===== src/rtl/io_uart_tx.sv =====
// rtl/io_uart_tx.sv - memory-mapped 8N1 UART transmitter with TX FIFO and status readback

// Circular byte queue; pointers carry one extra wrap bit so full and empty are distinguishable.
module io_uart_tx_fifo #(
   parameter int AW = 2
) (
   input  logic          clk,
   input  logic          RESET,
   input  logic          push,
   input  logic [7:0]    wdata,
   input  logic          pop,
   output logic [7:0]    rdata,
   output logic          full,
   output logic          empty,
   output logic [AW:0]   count
);

   localparam int DEPTH = 1 << AW;

   logic [7:0]  mem [DEPTH];
   logic [AW:0] wr_ptr;
   logic [AW:0] rd_ptr;
   logic        do_push;
   logic        do_pop;

   assign empty   = (wr_ptr == rd_ptr);
   assign full    = (wr_ptr[AW] != rd_ptr[AW]) && (wr_ptr[AW-1:0] == rd_ptr[AW-1:0]);
   assign count   = wr_ptr - rd_ptr;
   // A full queue refuses the push even when a pop happens in the same cycle.
   assign do_push = push & ~full;
   assign do_pop  = pop & ~empty;
   assign rdata   = mem[rd_ptr[AW-1:0]];

   // Pointer update; both pointers wrap naturally through the extra MSB.
   always_ff @(posedge clk or posedge RESET) begin
      if (RESET) begin
         wr_ptr <= '0;
         rd_ptr <= '0;
      end else begin
         if (do_push) wr_ptr <= wr_ptr + 1'b1;
         if (do_pop)  rd_ptr <= rd_ptr + 1'b1;
      end
   end

   // Storage array; contents are don't-care until written, so no reset.
   always_ff @(posedge clk) begin
      if (do_push) mem[wr_ptr[AW-1:0]] <= wdata;
   end

endmodule

// Transmitter top: IO+12 write decode, overflow flag, status readback and 8N1 serialiser.
module io_uart_tx #(
   parameter int CLKS_PER_BIT = 4,
   parameter int FIFO_AW      = 2
) (
   input  logic        clk,
   input  logic        RESET,
   input  logic        io_sel,
   input  logic [1:0]  io_addr,
   input  logic [31:0] io_wdata,
   input  logic [4:0]  io_wmask,
   output logic [31:0] io_rdata,
   output logic        uart_tx,
   output logic        tx_busy
);

   localparam int             CW       = $clog2(CLKS_PER_BIT);
   localparam logic [CW-1:0]  CNT_LAST = CW'(CLKS_PER_BIT - 1);

   typedef enum logic [1:0] {
      IDLE  = 2'd0,
      START = 2'd1,
      DATA  = 2'd2,
      STOP  = 2'd3
   } state_t;

   state_t            state;
   state_t            state_nxt;
   logic [CW-1:0]     clk_cnt;
   logic [2:0]        bit_cnt;
   logic [7:0]        shift;
   logic              tx_nxt;
   logic              bit_end;
   logic              pop;

   logic              reg_hit;
   logic              wr;
   logic              push;
   logic              overflow;

   logic [7:0]        fifo_rdata;
   logic              fifo_full;
   logic              fifo_empty;
   logic [FIFO_AW:0]  fifo_count;
   logic [31:0]       cnt_ext;
   logic              unused_ok;

   assign reg_hit = io_sel & (io_addr == 2'b11);
   assign wr      = reg_hit & io_wmask[0];
   // Bit 8 set turns the store into an overflow-clear command instead of a data byte.
   assign push    = wr & ~io_wdata[8];
   assign bit_end = (clk_cnt == CNT_LAST);
   assign tx_busy = (state != IDLE) | ~fifo_empty;
   assign cnt_ext = 32'(fifo_count);

   assign unused_ok = &{1'b0, io_wdata[31:9], io_wmask[4:1], cnt_ext[31:3]};

   io_uart_tx_fifo #(
      .AW (FIFO_AW)
   ) u_fifo (
      .clk   (clk),
      .RESET (RESET),
      .push  (push),
      .wdata (io_wdata[7:0]),
      .pop   (pop),
      .rdata (fifo_rdata),
      .full  (fifo_full),
      .empty (fifo_empty),
      .count (fifo_count)
   );

   // Sticky overflow: set when a byte is dropped on a full queue, cleared by a bit-8 store.
   always_ff @(posedge clk or posedge RESET) begin
      if (RESET) begin
         overflow <= 1'b0;
      end else if (wr && io_wdata[8]) begin
         overflow <= 1'b0;
      end else if (push && fifo_full) begin
         overflow <= 1'b1;
      end
   end

   // Status readback registered to line up with the RAM read latency.
   always_ff @(posedge clk or posedge RESET) begin
      if (RESET) begin
         io_rdata <= 32'b0;
      end else if (reg_hit) begin
         io_rdata <= {25'b0, cnt_ext[2:0], 1'b0, overflow, fifo_full, tx_busy};
      end else begin
         io_rdata <= 32'b0;
      end
   end

   // FSM state register.
   always_ff @(posedge clk or posedge RESET) begin
      if (RESET) begin
         state <= IDLE;
      end else begin
         state <= state_nxt;
      end
   end

   // Next-state and pop decision; STOP chains straight into START when more bytes wait.
   always_comb begin
      state_nxt = state;
      pop       = 1'b0;
      case (state)
         IDLE: begin
            if (!fifo_empty) begin
               pop       = 1'b1;
               state_nxt = START;
            end
         end
         START: begin
            if (bit_end) state_nxt = DATA;
         end
         DATA: begin
            if (bit_end && (bit_cnt == 3'd7)) state_nxt = STOP;
         end
         STOP: begin
            if (bit_end) begin
               if (!fifo_empty) begin
                  pop       = 1'b1;
                  state_nxt = START;
               end else begin
                  state_nxt = IDLE;
               end
            end
         end
         default: state_nxt = IDLE;
      endcase
   end

   // Bit timing and shift register; a pop reloads the shifter and restarts the bit timer.
   always_ff @(posedge clk or posedge RESET) begin
      if (RESET) begin
         clk_cnt <= '0;
         bit_cnt <= 3'd0;
         shift   <= 8'd0;
      end else if (pop) begin
         clk_cnt <= '0;
         shift   <= fifo_rdata;
      end else if (state != IDLE) begin
         clk_cnt <= bit_end ? '0 : clk_cnt + CW'(1);
         if (bit_end) begin
            if (state == START) begin
               bit_cnt <= 3'd0;
            end else if (state == DATA) begin
               shift   <= {1'b0, shift[7:1]};
               bit_cnt <= bit_cnt + 3'd1;
            end
         end
      end
   end

   // Line level implied by the current state; LSB first during DATA.
   always_comb begin
      tx_nxt = 1'b1;
      case (state)
         START:   tx_nxt = 1'b0;
         DATA:    tx_nxt = shift[0];
         default: tx_nxt = 1'b1;
      endcase
   end

   // Registered serial output, one cycle behind the state so every bit is glitch-free.
   always_ff @(posedge clk or posedge RESET) begin
      if (RESET) begin
         uart_tx <= 1'b1;
      end else begin
         uart_tx <= tx_nxt;
      end
   end

endmodule


===== config.mk =====
export PLATFORM = sky130hd
export DESIGN_NAME = io_uart_tx
export DESIGN_NICKNAME = d
export VERILOG_FILES = /design/src/rtl/io_uart_tx.sv
export SDC_FILE = /design/constraint.sdc
export NUM_CORES = 1
export LEC_CHECK = 0
export CORE_ASPECT_RATIO = 0.7
export CORE_MARGIN = 2
export CORE_UTILIZATION = 30
export DETAILED_ROUTE_END_ITERATION = 6
export PLACE_DENSITY_LB_ADDON = 0.08
export SLEW_MARGIN = 0
export SYNTH_ARGS = -nofsm -noshare
export SYNTH_HDL_FRONTEND = slang
export SYNTH_HIERARCHICAL = 1
export SYNTH_SLANG_ARGS = --single-unit
export TNS_END_PERCENT = 30

===== constraint.sdc =====
create_clock -name clk -period 2.6 [get_ports clk]
set_input_delay 0.78 -clock clk [delete_from_list [all_inputs] [get_ports clk]]
set_output_delay 0.78 -clock clk [all_outputs]
set_load 0.03 [all_outputs]

==> results of run 1 <==
-- per-layer routing --
layer	vias to the layer above	share of wire (%)	track usage (%)
met5	-	0	0
met4	0	1.1	4.60
met3	4	4.3	4.03
li1	866	-	-
met1	851	51	15.7
met2	38	43	16.4
-- flip-flops by register name, summed over array words and instances, names as in the netlist --
register / flops
bit_cnt: 3
clk_cnt: 2
io_rdata: 6
overflow: 1
shift: 8
state: 2
u_fifo/mem: 32
u_fifo/rd_ptr: 3
u_fifo/wr_ptr: 3
uart_tx: 1
-- worst min-delay path, stage by stage, from the launching register on --
cell and delay, ns:
dfrtp_1 0.34, nand2_1 0.05, o21ai_0 0.06
-- where the power goes --
group	internal, mW	switching (mW)	total (mW)
Combinational	0.792	1.03	1.82
Sequential	1.22	0.119	1.34
Clock	0.935	0.413	1.35
Total	2.95	1.56	4.51
-- through the flow --
stage	hold slack (ns)	setup WS, ns
floorplan	0.454	0.0259
global placement	0.475	0.0789
detailed placement	0.488	0.0787
CTS	0.499	0.0379
global route	0.528	0.0169
finish	0.491	0.158
-- final cells by class --
class                           count  share of cell area, %
Multi-Input combinational cell    150                   30.6
Timing Repair Buffer               36                   9.67
Inverter                           15                   1.63
Clock buffer                       10                   6.08
Clock inverter                      6                   2.93
Tap cell                          128                   4.26
Sequential cell                    61                   44.8
-- kinds of logic (layout without fill, tap and decap cells) --
logic type,Yosys count,in the layout
xor+xnor,4,4
flops,61,61
compound gates,29,29
mux,13,13
fa+ha+maj,16,16
buf+inv,47,67
simple gates,62,62
other cells,1,26
-- layout by cell type, fill, tap and decap left out, drive strengths merged, types with 2 or more instances in the layout --
cell type | netlist | routed
clkdlybuf4s50 | 0 | 21
nand2 | 14 | 14
conb | 1 | 26
edfxtp | 32 | 32
ha | 15 | 15
xnor2 | 3 | 3
mux2 | 4 | 4
a21oi | 4 | 4
a31oi | 9 | 9
o21ai | 9 | 9
or3 | 2 | 2
buf | 29 | 14
nor2 | 4 | 4
nand2b | 2 | 2
nor3 | 23 | 23
inv | 14 | 15
bufinv | 0 | 3
and2 | 6 | 6
nand3 | 3 | 3
and3 | 5 | 5
mux4 | 8 | 8
dfrtp | 28 | 28
clkbuf | 3 | 10
clkinv | 1 | 2
-- worst max-delay path by stage --
stage                                      start  endpoint  slack (ns)  cells after the start
global placement    u_fifo/wr_ptr[0]$_DFFE_PP0P_   tx_busy        0.08                      6
CTS                 u_fifo/wr_ptr[0]$_DFFE_PP0P_   tx_busy        0.04                      6
global route        u_fifo/wr_ptr[0]$_DFFE_PP0P_   tx_busy        0.02                      6
floorplan           u_fifo/rd_ptr[1]$_DFFE_PP0P_   tx_busy        0.03                      6
detailed placement  u_fifo/wr_ptr[0]$_DFFE_PP0P_   tx_busy        0.08                      6
finish              u_fifo/wr_ptr[0]$_DFFE_PP0P_   tx_busy        0.16                      6
-- timing repair --
| action | 4_1_cts | 5_1_grt |
|---|---|---|
| endpoints found under the setup margin | 1 | 1 |
| resized for setup | 3 | 2 |
| hold buffers | 0 | 0 |
==> metrics.md, run 1 <==
| Metric | Value |
|---|---|
| Largest family of logic cells by synthesized area | `simple AND/OR/NAND/NOR gates` |
| Distinct cells, synth | `43` |
| Most frequent cells after synthesis | `edfxtp_1, dfrtp_1, buf_4` |
| Crit path DAT | `1.66 ns` |
| Die width | `124 um` |
| Mux contribution to synthesized area | `8.00%` |
| Synth Area in Adders | `6.85%` |
| Lkg Pwr | `1.53 nW` |
| I/O pin total | `76` |
| Period utilization | `93.9%` |
| Syn_area_per_cell | `13.0 um^2` |
| Post-route cell area | `0.00376 mm^2` |
| Crit end category | `output port` |
| Initial antenna violation count | `0` |
| Layout Area Growth over Synthesis | `24.0%` |
| Drt drc | `0` |
| GR Overflow Total | `0` |
| XOR/XNOR share of the synthesized area | `1.40%` |
| Yosys top cell area share | `31.7%` |
| Clk sink count | `61` |
| Final-report setup violation count | `0` |
| H-Tree Depth | `3` |
| Max Freq | `409 MHz` |
| Synth warn | `6` |
| Critical path's slowest cell | `dfrtp_1` |
| Via count | `1759` |
| Hold Crit Endpoint | `bit_cnt[1]$_DFFE_PP0P_` |
| Die Y | `88.1 um` |
| Async SR Flop Fraction | `47.5%` |
| Worst Tran Pin Value | `0.537 ns` |
| Relative slew slack | `64.2%` |
| CTS Buffer Depth | `2` |
| Number of port buffers | `22` |
| CP peak stage delay | `0.37 ns` |
| CTS tree | `yes` |
| Iteration-0 DRC Markers | `91` |
| Row count | `30` |
| Compound-Gate Fraction of Synth Area | `6.39%` |
| Core area | `0.00976 mm^2` |
| Synth top area cells | `edfxtp_1, dfrtp_1, buf_4, ha_1, mux4_2` |
| CP top delay family | `buffers and inverters` |
| Final hold vios | `0` |
| Total power | `4.51 mW` |
| Dpl cell area | `0.00341 mm^2` |
| Drt via density | `4.33` |
| HP Class | `flip-flop to flip-flop` |
| Full die area | `0.0109 mm^2` |
| Synth Register Bits | `61` |
| Hold Path Stages | `2` |
| Reg2reg start | `u_fifo/wr_ptr[0]$_DFFE_PP0P_` |
| Area occupied by multi-input gates | `0.00115 mm^2` |
| Max Cap Viol | `0` |
| Fill count | `979` |
| Inst Count DP | `390` |
| Share of cells above drive strength 1 | `20.9%` |
| GP Congestion | `0.698` |
| Status | `finished clean` |
| Synth Instances | `233` |
| Starting density of the core | `31.1%` |
| Nets | `331` |
| Most area-hungry cell type in the Yosys netlist | `edfxtp_1` |
| Clk Latency, worst-skew pair | `0.32 ns` |
| WP buf/inv | `2` |
| Finished Layout Cells | `406` |
| Max Clock Skew | `0.0102 ns` |
| Top FF cell, synth | `edfxtp_1` |
| Hold path start | `bit_cnt[1]$_DFFE_PP0P_` |
| Crit path cell chain | `inv_1, ha_4, nand2_1, nor2_2, nand2_1, clkdlybuf4s15_2` |
| Worst path required time | `1.82 ns` |
| Setup TNS | `0 ns` |
| Finished Core Util | `38.6%` |
| Mapped cell area | `0.00303 mm^2` |
| Detail Placement HPWL | `4070 um` |
| Synth Area in Simple Gates | `11.6%` |
| Pins Over Slew Limit | `0` |
| First-pass GRT wire length | `9380 um` |
| Worst vdd ir | `0.000399 V` |
| Worst-path fanout max | `4` |
| Worst reg-to-reg setup slack | `0.30 ns` |
| RR Endpoint | `u_fifo/rd_ptr[1]$_DFFE_PP0P_` |
| Via count of the first global-routing pass | `1773` |
| EDFF count, synth | `32` |
| N_diodes | `0` |
| Most numerous cell in the Yosys netlist | `edfxtp_1` |
| Sequential-to-total area share from yosys stat | `55.6%` |
| WL final | `5600 um` |
| Inserted Clock Buffers | `9` |
| Register-to-Register Path Depth | `9` |
| Mean routed wirelength per cell | `13.8 um` |
| Clk root buf | `clkbuf_16` |
| Post-DRT Antenna Nets | `0` |
| All-Layer GR Usage | `11.4%` |
| Sequential cell area | `0.00169 mm^2` |
| Largest net degree at the start of global routing | `24` |
| Clock slew at reported path FFs | `0.06 ns` |
| CP dominant cell by count | `nand2_1` |
| Post-CTS Setup Bufs | `0` |
| Drt pass-1 iters | `4` |
| Minimum clock period | `2.44 ns` |
| Setup crit start kind | `flip-flop` |
| RSZ-0062 raised after global routing | `false` |
| PD cells | `1200 mW/mm^2` |
| CP Class | `flip-flop to output port` |
Power figures use the tool's default switching activity.
==> run 2: changes to the inputs <==
- TNS_END_PERCENT: 30 -> unset
==> results of run 2 <==
No change in the layout: final DEF, timing and power equal those of run 1.
==> run 3: changes to the inputs <==
--- a/config.mk
+++ b/config.mk
@@ -6,10 +6,9 @@
 export NUM_CORES = 1
 export LEC_CHECK = 0
-export CORE_ASPECT_RATIO = 0.7
 export CORE_MARGIN = 2
 export CORE_UTILIZATION = 30
 export DETAILED_ROUTE_END_ITERATION = 6
 export PLACE_DENSITY_LB_ADDON = 0.08
-export SLEW_MARGIN = 0
+export SLEW_MARGIN = 10
 export SYNTH_ARGS = -nofsm -noshare
 export SYNTH_HDL_FRONTEND = slang
==> constraint.sdc (replaced) <==
create_clock -name clk -period 2.6 [get_ports clk]
set_input_delay 0.78 -clock clk [delete_from_list [all_inputs] [get_ports clk]]
set_output_delay 0.78 -clock clk [all_outputs]
set_load 0.05 [all_outputs]
==> run 3 against run 2 <==
Sequential share of layout area increased by 2.1 points. Cell area is 4.6% lower. Sequential power is essentially flat. Via count shrank 0.17%. Clock skew down 0.0024 ns. Register-to-register slack better by 0.13 ns. Critical endpoint unchanged.
==> metrics.md, run 3 (synthesis results as in run 1) <==
| Metric | Value |
|---|---|
| Number of port buffers | `22 (unchanged)` |
| Die Y | `105 um (was 88.1 um)` |
| Critical Path Sink | `tx_busy (unchanged)` |
| RSZ-0062 raised after global routing | `false (unchanged)` |
| CP peak stage delay | `0.35 ns (was 0.37 ns)` |
| Mean routed wirelength per cell | `13.2 um (was 13.8 um)` |
| Hold Path Stages | `1 (was 2)` |
| CP Depth | `6 (unchanged)` |
| RR Endpoint | `u_fifo/rd_ptr[1]$_DFFE_PP0P_ (unchanged)` |
| Minimum clock period | `2.48 ns (was 2.44 ns)` |
| Die width | `105 um (was 124 um)` |
| GR Util met2 | `17.0% (was 16.4%)` |
| Crit path from | `u_fifo/rd_ptr[1]$_DFFE_PP0P_ (was u_fifo/wr_ptr[0]$_DFFE_PP0P_)` |
| Grt met3 use | `2.31% (was 4.03%)` |
| Worst path required time | `1.82 ns (about the same)` |
| Initial antenna violation count | `0 (unchanged)` |
| Crit end category | `output port (unchanged)` |
| Full die area | `0.0109 mm^2 (about the same)` |
| Drt pass-1 iters | `4 (unchanged)` |
| Clk root buf | `clkbuf_8 (was clkbuf_16)` |
| Reg2reg start | `u_fifo/rd_ptr[1]$_DFFE_PP0P_ (was u_fifo/wr_ptr[0]$_DFFE_PP0P_)` |
| All-Layer GR Usage | `10.7% (was 11.4%)` |
| Drt via density | `4.27 (was 4.33)` |
| Relative slew slack | `62.2% (was 64.2%)` |
| I/O pin total | `76 (unchanged)` |
| CTS tree | `yes (unchanged)` |
| Share of cells above drive strength 1 | `22.3% (was 20.9%)` |
| WP buf/inv | `2 (unchanged)` |
| Setup TNS | `0 ns (unchanged)` |
| PD cells | `1140 mW/mm^2 (was 1200 mW/mm^2)` |
| Row count | `36 (was 30)` |
| Lkg Pwr | `1.47 nW (was 1.53 nW)` |
| Worst-path fanout max | `7 (was 4)` |
| Status | `finished clean (unchanged)` |
| Setup crit start kind | `flip-flop (unchanged)` |
| Clock slew at reported path FFs | `0.07 ns (was 0.06 ns)` |
| M1 GR Usage | `13.9% (was 15.7%)` |
| Fin worst setup slack | `0.124 ns (was 0.158 ns)` |
| DP Worst Slack | `0.194 ns (was 0.0787 ns)` |
| Post-DRT Antenna Nets | `0 (unchanged)` |
| N_diodes | `0 (unchanged)` |
| Global route hottest layer | `met2 (unchanged)` |
| Fill count | `959 (was 979)` |
| Clk Latency, worst-skew pair | `0.34 ns (was 0.32 ns)` |
| Layout Area Growth over Synthesis | `18.4% (was 24.0%)` |
| Crit path cell chain | `inv_1, ha_1, nand2_2, nor2_2, nand2_2, buf_4 (was inv_1, ha_4, nand2_1, nor2_2, nand2_1, clkdlybuf4s15_2)` |
| Inserted Clock Buffers | `9 (unchanged)` |
| HP Class | `flip-flop to flip-flop (unchanged)` |
| Core area | `0.00977 mm^2 (was 0.00976 mm^2)` |
| CP top delay family | `simple AND/OR/NAND/NOR gates (was buffers and inverters)` |
| Detail Placement HPWL | `3840 um (was 4070 um)` |
| H-Tree Depth | `3 (unchanged)` |
| Pins Over Slew Limit | `0 (unchanged)` |
| Critical path's slowest cell | `dfrtp_1 (unchanged)` |
| Commonest non-fill, non-tap cell in the layout | `edfxtp_1 (unchanged)` |
| Via count of the first global-routing pass | `1824 (was 1773)` |
| Worst vdd ir | `0.000398 V (was 0.000399 V)` |
| Number of flip-flops in the largest register | `32 (unchanged)` |
| Max Clock Skew | `0.00778 ns (was 0.0102 ns)` |
| Period utilization | `95.2% (was 93.9%)` |
| Starting density of the core | `31.0% (was 31.1%)` |
| Largest net degree at the start of global routing | `22 (was 24)` |
| CP Class | `flip-flop to output port (unchanged)` |
| Worst reg-to-reg setup slack | `0.43 ns (was 0.30 ns)` |
| Max Freq | `404 MHz (was 409 MHz)` |
| Clk sink count | `61 (unchanged)` |
| Drt drc | `0 (unchanged)` |
| Via count | `1756 (was 1759)` |
| Final-report setup violation count | `0 (unchanged)` |
| Worst Tran Pin Value | `0.567 ns (was 0.537 ns)` |
| CP dominant cell by count | `nand2_2 (was nand2_1)` |
| Nets | `331 (unchanged)` |
| Register-to-Register Path Depth | `9 (unchanged)` |
| GR Overflow Total | `0 (unchanged)` |
| Most frequent cells in the layout | `edfxtp_1, dfrtp_1, conb_1 (unchanged)` |
| Max Cap Viol | `0 (unchanged)` |
| First-pass GRT wire length | `9110 um (was 9380 um)` |
| Crit path DAT | `1.70 ns (was 1.66 ns)` |
| Final hold vios | `0 (unchanged)` |
| CTS Buffer Depth | `2 (unchanged)` |
| WL final | `5430 um (was 5600 um)` |
| GP Congestion | `0.724 (was 0.698)` |
| Iteration-0 DRC Markers | `31 (was 91)` |
[run 3: metal layers]
| layer | part of all wire, % | wire (um) |
|---|---|---|
| met5 | 0 | 0 |
| met4 | 1.9 | 105 |
| met2 | 47 | 2580 |
| met3 | 3.4 | 182 |
| met1 | 47 | 2560 |
[run 3: metrics by stage]
step / cells / power, mW / area [um^2] / hold WS (ns) / utilization, %
detailed placement: 394 / 3.22 / 3370 / 0.476 / 34.5
global placement: 394 / 3.23 / 3370 / 0.469 / 34.5
floorplan: 258 / 2.84 / 3130 / 0.454 / -
global route: 411 / 4.40 / 3590 / 0.521 / 36.8
finish: 411 / 4.08 / 3590 / 0.488 / 36.8
CTS: 411 / 4.12 / 3580 / 0.493 / 36.6
[run 3: how the worst min path moves through the flow]
stage | startpoint | endpoint | slack (ns)
after global placement | bit_cnt[2]$_DFFE_PP0P_ | bit_cnt[2]$_DFFE_PP0P_ | 0.47
after floorplan | bit_cnt[1]$_DFFE_PP0P_ | bit_cnt[1]$_DFFE_PP0P_ | 0.45
after global routing | overflow$_DFFE_PP0P_ | io_rdata[2]$_DFF_PP0_ | 0.52
after CTS | overflow$_DFFE_PP0P_ | io_rdata[2]$_DFF_PP0_ | 0.49
final | overflow$_DFFE_PP0P_ | io_rdata[2]$_DFF_PP0_ | 0.49
after detailed placement | overflow$_DFFE_PP0P_ | io_rdata[2]$_DFF_PP0_ | 0.48
[run 3: final cells by class]
cell class              count  area, um^2  area share, %
repair buffers             36         323           8.99
well taps                 133         166           4.63
clock buffers               9         124           3.45
flip-flops and latches     61        1690           47.0
clock inverters             7        73.8           2.06
multi-input cells         150        1160           32.2
inverters                  15        61.3           1.71
[run 3: where the power goes]
group / total [mW] / leakage (nW) / internal, mW / switching, mW
clock: 0.848 / 0.100 / 0.447 / 0.401
sequential: 1.34 / 0.645 / 1.22 / 0.121
combinational: 1.89 / 0.721 / 0.788 / 1.10
[run 3: timing repair]
item                                    in CTS  in global routing
gates resized for setup                      2                  1
setup buffers                                1                  0
cloned                                       0                  0
hold buffers                                 0                  0
endpoints found under the setup margin       1                  1
